### src/rtl/alu_pkg.sv
// Shared types for the sequential ALU: op/cond encodings, FSM states, flag bit positions
// and the condition evaluator used on registered flags.
package alu_pkg;

    typedef enum logic [2:0] {
        OP_ADD = 3'd0,
        OP_SUB = 3'd1,
        OP_AND = 3'd2,
        OP_OR  = 3'd3,
        OP_SLL = 3'd4,
        OP_SRL = 3'd5,
        OP_SRA = 3'd6,
        OP_MUL = 3'd7
    } op_e;

    typedef enum logic [2:0] {
        CS_EQ     = 3'd0,
        CS_NE     = 3'd1,
        CS_LT     = 3'd2,
        CS_GE     = 3'd3,
        CS_LTU    = 3'd4,
        CS_GEU    = 3'd5,
        CS_NEG    = 3'd6,
        CS_ALWAYS = 3'd7
    } cond_e;

    typedef enum logic [1:0] {
        S_IDLE = 2'd0,
        S_BUSY = 2'd1,
        S_DONE = 2'd2
    } state_e;

    localparam int FLAG_N = 3;
    localparam int FLAG_Z = 2;
    localparam int FLAG_C = 1;
    localparam int FLAG_V = 0;

    function automatic logic eval_cond(input cond_e sel, input logic [3:0] f);
        logic r;
        r = 1'b0;
        case (sel)
            CS_EQ:     r = f[FLAG_Z];
            CS_NE:     r = !f[FLAG_Z];
            CS_LT:     r = f[FLAG_N] ^ f[FLAG_V];
            CS_GE:     r = !(f[FLAG_N] ^ f[FLAG_V]);
            CS_LTU:    r = !f[FLAG_C];
            CS_GEU:    r = f[FLAG_C];
            CS_NEG:    r = f[FLAG_N];
            CS_ALWAYS: r = 1'b1;
            default:   r = 1'b0;
        endcase
        return r;
    endfunction

endpackage

### src/rtl/alu_mul_iter.sv
// Iterative unsigned shift-add multiplier: one partial product per cycle, LSB of b first.
// prod presents the accumulator value after the current step so the caller can latch it on done.
module alu_mul_iter
    import alu_pkg::*;
#(
    parameter int WIDTH = 32
) (
    input  logic               clk,
    input  logic               rst,
    input  logic               start,
    input  logic [WIDTH-1:0]   a,
    input  logic [WIDTH-1:0]   b,
    output logic               done,
    output logic [2*WIDTH-1:0] prod
);

    localparam int CW = $clog2(WIDTH);
    localparam logic [CW-1:0] LAST = CW'(WIDTH - 1);

    logic               busy_q, busy_d;
    logic [CW-1:0]      count_q, count_d;
    logic [2*WIDTH-1:0] acc_q, acc_d;
    logic [WIDTH-1:0]   mcand_q, mcand_d;
    logic [WIDTH-1:0]   addend;
    logic [WIDTH:0]     hi_sum;
    logic [2*WIDTH-1:0] acc_step;

    // Upper half accumulates, lower half holds the not-yet-consumed multiplier bits.
    always_comb begin
        addend   = acc_q[0] ? mcand_q : '0;
        hi_sum   = {1'b0, acc_q[2*WIDTH-1:WIDTH]} + {1'b0, addend};
        acc_step = {hi_sum, acc_q[WIDTH-1:1]};
        done     = busy_q && (count_q == LAST);
        prod     = acc_step;
    end

    always_comb begin
        busy_d  = busy_q;
        count_d = count_q;
        acc_d   = acc_q;
        mcand_d = mcand_q;
        if (start) begin
            busy_d  = 1'b1;
            count_d = '0;
            acc_d   = {{WIDTH{1'b0}}, b};
            mcand_d = a;
        end else if (busy_q) begin
            acc_d   = acc_step;
            count_d = count_q + CW'(1);
            if (count_q == LAST) begin
                busy_d = 1'b0;
            end
        end
    end

    always_ff @(posedge clk) begin
        if (rst) begin
            busy_q  <= 1'b0;
            count_q <= '0;
        end else begin
            busy_q  <= busy_d;
            count_q <= count_d;
        end
    end

    always_ff @(posedge clk) begin
        acc_q   <= acc_d;
        mcand_q <= mcand_d;
    end

endmodule

### src/rtl/alu_seq.sv
// Multi-cycle ALU with valid/ready handshake, registered result/flags/cond and an
// iterative multiplier; single-cycle ops go straight from accept to DONE.
module alu_seq
    import alu_pkg::*;
#(
    parameter int WIDTH = 32
) (
    input  logic             clk,
    input  logic             rst,
    input  logic             in_valid,
    output logic             in_ready,
    input  logic [WIDTH-1:0] a,
    input  logic [WIDTH-1:0] b,
    input  logic [2:0]       op,
    input  logic [2:0]       cond_sel,
    output logic             out_valid,
    input  logic             out_ready,
    output logic [WIDTH-1:0] result,
    output logic [3:0]       flags,
    output logic             cond
);

    localparam int SHW = $clog2(WIDTH);

    state_e           state_q, state_d;
    logic [WIDTH-1:0] result_q, result_d;
    logic [3:0]       flags_q, flags_d;
    logic             cond_q, cond_d;
    cond_e            cond_sel_q, cond_sel_d;

    op_e              op_in;
    cond_e            cond_in;
    logic [SHW-1:0]   amt;
    logic [WIDTH-1:0] b_eff;
    logic             cin;
    logic [WIDTH:0]   sum;
    logic [WIDTH-1:0] alu_res;
    logic             alu_c, alu_v;
    logic [3:0]       alu_flags;

    logic               mul_start;
    logic               mul_done;
    logic [2*WIDTH-1:0] mul_prod;
    logic [3:0]         mul_flags;

    assign op_in   = op_e'(op);
    assign cond_in = cond_e'(cond_sel);
    assign amt     = b[SHW-1:0];

    alu_mul_iter #(.WIDTH(WIDTH)) u_mul (
        .clk   (clk),
        .rst   (rst),
        .start (mul_start),
        .a     (a),
        .b     (b),
        .done  (mul_done),
        .prod  (mul_prod)
    );

    // Single-cycle datapath works on the request ports so the result lands on the accept edge.
    always_comb begin
        b_eff   = (op_in == OP_SUB) ? ~b : b;
        cin     = (op_in == OP_SUB);
        sum     = {1'b0, a} + {1'b0, b_eff} + {{WIDTH{1'b0}}, cin};
        alu_res = '0;
        alu_c   = 1'b0;
        alu_v   = 1'b0;
        case (op_in)
            OP_ADD, OP_SUB: begin
                alu_res = sum[WIDTH-1:0];
                alu_c   = sum[WIDTH];
                alu_v   = (a[WIDTH-1] == b_eff[WIDTH-1]) && (sum[WIDTH-1] != a[WIDTH-1]);
            end
            OP_AND:  alu_res = a & b;
            OP_OR:   alu_res = a | b;
            OP_SLL:  alu_res = a << amt;
            OP_SRL:  alu_res = a >> amt;
            OP_SRA:  alu_res = $unsigned($signed(a) >>> amt);
            default: alu_res = '0;
        endcase
        alu_flags         = '0;
        alu_flags[FLAG_N] = alu_res[WIDTH-1];
        alu_flags[FLAG_Z] = (alu_res == '0);
        alu_flags[FLAG_C] = alu_c;
        alu_flags[FLAG_V] = alu_v;

        mul_flags         = '0;
        mul_flags[FLAG_N] = mul_prod[WIDTH-1];
        mul_flags[FLAG_Z] = (mul_prod[WIDTH-1:0] == '0);
        mul_flags[FLAG_C] = |mul_prod[2*WIDTH-1:WIDTH];
    end

    always_comb begin
        state_d    = state_q;
        result_d   = result_q;
        flags_d    = flags_q;
        cond_d     = cond_q;
        cond_sel_d = cond_sel_q;
        mul_start  = 1'b0;
        case (state_q)
            S_IDLE: begin
                if (in_valid) begin
                    cond_sel_d = cond_in;
                    if (op_in == OP_MUL) begin
                        mul_start = 1'b1;
                        state_d   = S_BUSY;
                    end else begin
                        result_d = alu_res;
                        flags_d  = alu_flags;
                        cond_d   = eval_cond(cond_in, alu_flags);
                        state_d  = S_DONE;
                    end
                end
            end
            S_BUSY: begin
                if (mul_done) begin
                    result_d = mul_prod[WIDTH-1:0];
                    flags_d  = mul_flags;
                    cond_d   = eval_cond(cond_sel_q, mul_flags);
                    state_d  = S_DONE;
                end
            end
            S_DONE: begin
                if (out_ready) begin
                    state_d = S_IDLE;
                end
            end
            default: state_d = S_IDLE;
        endcase
    end

    always_ff @(posedge clk) begin
        if (rst) begin
            state_q  <= S_IDLE;
            result_q <= '0;
            flags_q  <= '0;
            cond_q   <= 1'b0;
        end else begin
            state_q  <= state_d;
            result_q <= result_d;
            flags_q  <= flags_d;
            cond_q   <= cond_d;
        end
    end

    always_ff @(posedge clk) begin
        cond_sel_q <= cond_sel_d;
    end

    assign in_ready  = (state_q == S_IDLE);
    assign out_valid = (state_q == S_DONE);
    assign result    = result_q;
    assign flags     = flags_q;
    assign cond      = cond_q;

endmodule

### config.mk
export PLATFORM = sky130hd
export DESIGN_NAME = alu_seq
export DESIGN_NICKNAME = d
export VERILOG_FILES = /design/src/rtl/alu_pkg.sv /design/src/rtl/alu_mul_iter.sv /design/src/rtl/alu_seq.sv
export SDC_FILE = /design/constraint.sdc
export NUM_CORES = 1
export LEC_CHECK = 0
export CAP_MARGIN = 20
export CORE_MARGIN = 10
export CORE_UTILIZATION = 30
export CTS_BUF_LIST = sky130_fd_sc_hd__clkbuf_16
export DETAILED_ROUTE_END_ITERATION = 16
export PLACE_DENSITY = 0.49
export SYNTH_ARGS = -nofsm -noshare
export SYNTH_HDL_FRONTEND = slang
export SYNTH_SLANG_ARGS = --single-unit
### constraint.sdc
create_clock -name clk -period 7.5 [get_ports clk]
set_clock_uncertainty 0.1 [all_clocks]
set_input_delay 1.5 -clock clk [delete_from_list [all_inputs] [get_ports clk]]
set_output_delay 1.5 -clock clk [all_outputs]
set_load 0.01 [all_outputs]
* Word-level counts from Yosys, hierarchy flattened
Cells that the tools add are included.
** Cells by class
- $add $sub $neg :: 4
- Eq/ne operators :: 30
- Shifts and indexed selects :: 3
- Muxes and demuxes :: 32
- Bitwise operators :: 4
- Reduce and logical (&&, ||, !) cells :: 23
** Operators by type and width (number)
- 32-bit 2-to-1 mux :: 7
- 32-bit case mux with 6 select lines :: 1
- 32-bit by 32-bit adder with 33-bit output :: 2
- 32-bit zero test :: 2
- 32-bit case mux with 2 select lines :: 1
- 3-bit equality test (second input constant) :: 12
- 33-bit by 1-bit adder with 33-bit output :: 1
- 32-bit AND :: 1
- 32-bit NOT :: 1
- 32-bit OR :: 1
- 32-bit OR reduction :: 1
- 32-bit by 5-bit left shift with 32-bit output :: 1
- 32-bit by 5-bit right shift with 32-bit output :: 1
- 32-bit by 5-bit >>> shifter with 32-bit output :: 1
- 3-bit by 2-bit equality test with 1-bit output (second input constant) :: 6
- 4-bit 2-to-1 mux :: 3
- 1-bit 2-to-1 mux :: 11
- 3-bit by 1-bit equality test with 1-bit output (second input constant) :: 3
- 3-bit zero test :: 3
- 2-bit 2-to-1 mux :: 4
- 1-bit case mux with 8 select lines :: 1
- 4-bit case mux with 2 select lines :: 1
- 1-bit case mux with 7 select lines :: 1
- 1-bit zero test :: 6
- other kinds (18) :: 24
** Storage, ports and cells
- Register bits :: 144
- Input bits :: 74
- Output and inout bits :: 39
- Logic and storage cells :: 106

* Logic depth before layout (Yosys ltp)
Gate-level depths: netlist of run 1.
- Depth in word-level cells :: 13
- Mapped depth :: 21
- Gate-level depth less buffers :: 17

* Hierarchy
From an unflattened synthesis of run 1, not the netlist that was laid out.
** Second synthesis, totals
- Cells, all modules :: 1938
- Area total of the unflattened synthesis :: 16134.2 um2
** By module, submodules not included
- alu_seq :: instances 1, cells an instance 1320, area an instance 9873.2 um2, sequential area each 850.8 um2
- alu_mul_iter :: instances 1, cells an instance 618, area an instance 6261.0 um2, sequential area each 2682.6 um2

* Worst setup path before layout of run 1
No wires, ideal clock.
- Path type :: in2reg
- Start point :: in b[2]
- End point :: reg cond_q, in the netlist cond
- Library setup time :: 0.134 ns
- Arrival :: 6.900 ns
- Data required time :: 7.266 ns
- Path slack :: 0.366 ns
- Cell stages on the path :: 21
- Buffers on the path :: 6
- Cells stage by stage :: clkbuf_1 > inv_1 > buf_2 > buf_1 > buf_2 > buf_2 > buf_1 > xnor2_1 > ha_1 > and4b_1 > a221oi_1 > nor4_1 > nor3_1 > nor3_1 > o211ai_1 > or4_1 > or4_1 > or4_1 > o21ai_1 > o21ai_1 > or4_1
** On the way
- Word-level cells in the longest chain between the ends :: 13
- Elaborated cells between the ends (all ways) :: 23
- Those cells by class :: 2 x add/sub; 1 x eq/ne; 3 x shift; 8 x mux; 4 x bitwise; 5 x reduce/logical
** Ends and longest elaborated chain
- from (decl) :: RTL line alu_seq.sv:13 : input logic [WIDTH-1:0] b,
- parallel branches: the longest is 9 deep, another holds 32-bit by 32-bit adder with 33-bit output
- 1-bit case mux with 8 select lines (*) :: RTL line alu_pkg.sv:41 : case (sel)
- 1-bit 2-to-1 mux (*) :: RTL line alu_seq.sv:104 : if (op_in == OP_MUL) begin
- 1-bit 2-to-1 mux (*) :: RTL line alu_seq.sv:102 : if (in_valid) begin
- 1-bit case mux with 2 select lines (*) :: RTL line alu_seq.sv:100 : case (state_q)
- to (signal assigned) :: RTL line alu_seq.sv:142 : cond_q <= cond_d;
- to (decl) :: RTL line alu_seq.sv:28 : logic cond_q, cond_d;
Every way passes the cells marked *. The select of a mux whose other input is x is not followed.
A chain may end at the register's enable or synchronous reset.

* Final worst setup path of run 1
- Start point :: in op[1]
- End point :: reg cond_q, in the netlist cond
** On the way
- Word-level cells in the longest chain between the ends :: 13
- Elaborated cells between the ends (all ways) :: 29
- Those cells by class :: 2 x add/sub; 10 x eq/ne; 8 x mux; 1 x bitwise; 8 x reduce/logical
** Ends and longest elaborated chain
- from (decl) :: RTL line alu_seq.sv:14 : input logic [2:0] op,
- parallel branches: the longest is 13 deep, another holds 32-bit by 32-bit adder with 33-bit output
Several ways; the timed one is not identified. The select of a mux whose other input is x is not followed.

==> impl_metrics.json, run 1 <==
{
  "syn_area_um2": 15200,
  "drtAntennaViolNets": 0,
  "cts-buffers-inserted": 17,
  "dp_slack_ps": 243,
  "place_inst": 2590,
  "finalPower_mw": 3.51,
  "cts_resized": 0,
  "globalRoute.busiestLayer": "met2",
  "fill_cells": 5278,
  "cp_data_arrival_time_ps": 7180,
  "synth_nets": 2022,
  "crit_chain": "clkdlybuf4s50_1, nand2b_1, nor2_4, buf_4, xor2_1, ha_1, nand2_1, o21ai_0, nor2_1, and3_1, nor3_1, o2111ai_1, nor4_1, nand4_1, or4_1, o21ai_1, o21ai_1, or4_1",
  "ys_seq_elements": 143,
  "yosysTopAreaCell": "edfxtp_1",
  "die_h_um": 245,
  "gp_congestion": 1.08,
  "htree_levels": 4,
  "cp_data_required_time_ps": 7750,
  "grt_use_met3_pct": 3.80,
  "layout.nets": 2089,
  "multi_input_area_um2": 11000,
  "place_area_um2": 17200,
  "end_kind": "register",
  "root_buffer": "clkbuf_16",
  "cp_max_fo": 13,
  "antenna_found_initial": 0,
  "ys.flop_type": "dfxtp_1",
  "die_w_um": 245,
  "final_util_pct": 35.3,
  "vias": 15600,
  "syn_inst": 1870,
  "slowest_stage": "o21ai_0",
  "rsz0062_at_grt": "false",
  "rows": 82,
  "drive_above_1_share_pct": 11.8,
  "drtIter0Drc": 1550,
  "grt_util_met2_pct": 35.5,
  "setup_viol": 0,
  "tightest_slew_ps": 916,
  "fin_area_um2": 17700,
  "post_drt_wl_per_cell_um": 26.2,
  "grt_usage_pct": 22.3,
  "final-instance-count-excl-fill": 2622,
  "syn_area_per_cell_um2": 8.13,
  "die-area_um2": 60100,
  "synth_edf_count": 67,
  "fmax_ghz": 0.144,
  "max_slew_margin_pct": 38.7,
  "holdCritPathClass": "register to register",
  "critPathLaunchType": "input pin",
  "syn_to_final_growth_pct": 16.7,
  "cts_buffer_depth": 2,
  "critPathBufInv": 2,
  "synth_top_area_share_pct": 13.2,
  "wl_um": 68700,
  "timing.final.crit_share_pct": 92.5,
  "ys_seq_area_share_pct": 23.3,
  "num_antenna_cells": 0,
  "overflow": 0,
  "yosysUniqueCellTypes": 87,
  "dr.pass1.iters": 8,
  "fin_tns_setup_ps": 0,
  "ys_async_sr_fraction_pct": 0,
  "clk_latency_ps": 480,
  "hold_slack_ps": 351,
  "clkSinkCount": 143,
  "slew_violations": 0,
  "power_density_nw_per_um2": 198,
  "yosysWarnings": 0,
  "core-area_um2": 50200,
  "start_util_pct": 30.3,
  "hold_viol_final": 0,
  "ir_drop_mv": 0.176,
  "grt_use_met1_pct": 28.9,
  "p_leak_nw": 6.71,
  "dp_hpwl_um": 53400,
  "avgViaCountPerCell": 5.95,
  "crit_family": "simple AND/OR/NAND/NOR gates",
  "grt_pass1_vias": 15300,
  "fin_ws_ps": 566,
  "criticalPathCategory": "input pin to register",
  "clkTransAtPathRegs_ps": 70,
  "drv_cap": 0,
  "status": "completed",
  "finalCriticalPeriod_ps": 6930,
  "holdBufCountCts": 0,
  "drc": 0,
  "io_buffer_count": 112,
  "regArea_um2": 3530,
  "grt_max_degree": 68,
  "cts_tree": "yes",
  "design.portCount": 113,
  "crit_path_max_incr_delay_ps": 690,
  "synth_common_cells": "202 x nand2_1, 195 x nor2_1, 164 x a21oi_1",
  "yosysMostFrequentCell": "nand2_1",
  "cts_setup_buffers": 0,
  "yosys-top-cells-area": "edfxtp_1 13%, dfxtp_1 10%, ha_1 6.3%",
  "grt_pass1_wl_um": 101000
}
## report_power, final
group,switching [mW],total [mW],internal (mW)
Combinational,1.02,1.67,0.651
Sequential,0.0669,0.996,0.929
Clock,0.387,0.839,0.452
Total,1.47,3.51,2.03
## cells in the final DEF, fill, tap and decap left out, types with 10 or more instances in the layout
cell,instances
o211ai_1,25
mux2_2,56
o31ai_1,10
nor2b_1,13
o21ai_0,86
clkdlybuf4s50_1,107
a221oi_1,16
a22oi_1,13
o22ai_1,15
inv_1,36
a211oi_1,19
nor3_1,50
ha_1,76
mux2i_1,86
nand4_1,25
o2111ai_1,11
o21a_1,14
maj3_1,25
and2_1,42
or3_1,10
mux4_2,34
nor4_1,19
nor2_1,192
and3_1,10
nand2_1,202
a21o_1,21
a21oi_1,164
xor2_1,47
nand3_1,43
clkbuf_16,18
dfxtp_1,75
o221ai_1,13
a31oi_1,14
xnor2_1,28
buf_4,70
edfxtp_1,67
## worst reg2reg max path: cells and delay by family, from the launching register on
family	cells	cell delay, ps
simple gates	8	2670
compound gates	4	980
flops	1	890
fa+ha+maj	2	640
xor+xnor	1	180
buf+inv	1	70
## state kept, by name (all words and copies together), names as in the netlist
signal	flops
cond_sel_q	3
result	32
u_mul.count_q	5
u_mul.busy_q	1
flags	3
u_mul.mcand_q	32
u_mul.acc_q	64
state_q	2
cond	1
## layout make-up
| type | count | share of cell area, % |
|---|---|---|
| inverters | 38 | 0.804 |
| repair buffers | 185 | 9.57 |
| clock inverters | 14 | 0.635 |
| flip-flops and latches | 143 | 19.9 |
| multi-input cells | 1552 | 61.8 |
| clock buffers | 18 | 2.54 |
| well taps | 672 | 4.74 |
## layer usage
metal	vias up	share of wire, %
met2	664	46
met1	7639	43
met5	-	0
met3	126	6.6
met4	0	4.6
li1	7179	-
## kinds of logic (layout without fill, tap and decap cells)
group,Yosys count,after routing,share of synthesized area [%]
DFF,143,143,23.3
and+or+nand+nor,674,674,21.2
xor gates and xnor gates,75,75,4.32
adders and majority gates,103,103,8.17
muxes,181,181,15.6
buffers and inverters,175,255,4.86
AOI/OAI and AO/OA,519,519,22.6
## worst paths after layout
path                            start                 endpoint  slack, ps  cells after the start
max reg2reg  u_mul.acc_q[0]$_DFFE_PP_        cond$_SDFFE_PP0P_       1850                     16
max                             op[1]        cond$_SDFFE_PP0P_        570                     18
min reg2reg   result[28]$_SDFFE_PP0P_  result[28]$_SDFFE_PP0P_        350                      2
min           result[28]$_SDFFE_PP0P_  result[28]$_SDFFE_PP0P_        350                      2
No activity file was read; power rests on OpenSTA's default activity.
==> run 2: changes to the inputs <==
SETUP_SLACK_MARGIN = 0.2   (was default)
==> results of run 2 <==
The final DEF is identical to that of run 1; final timing and power are the same.
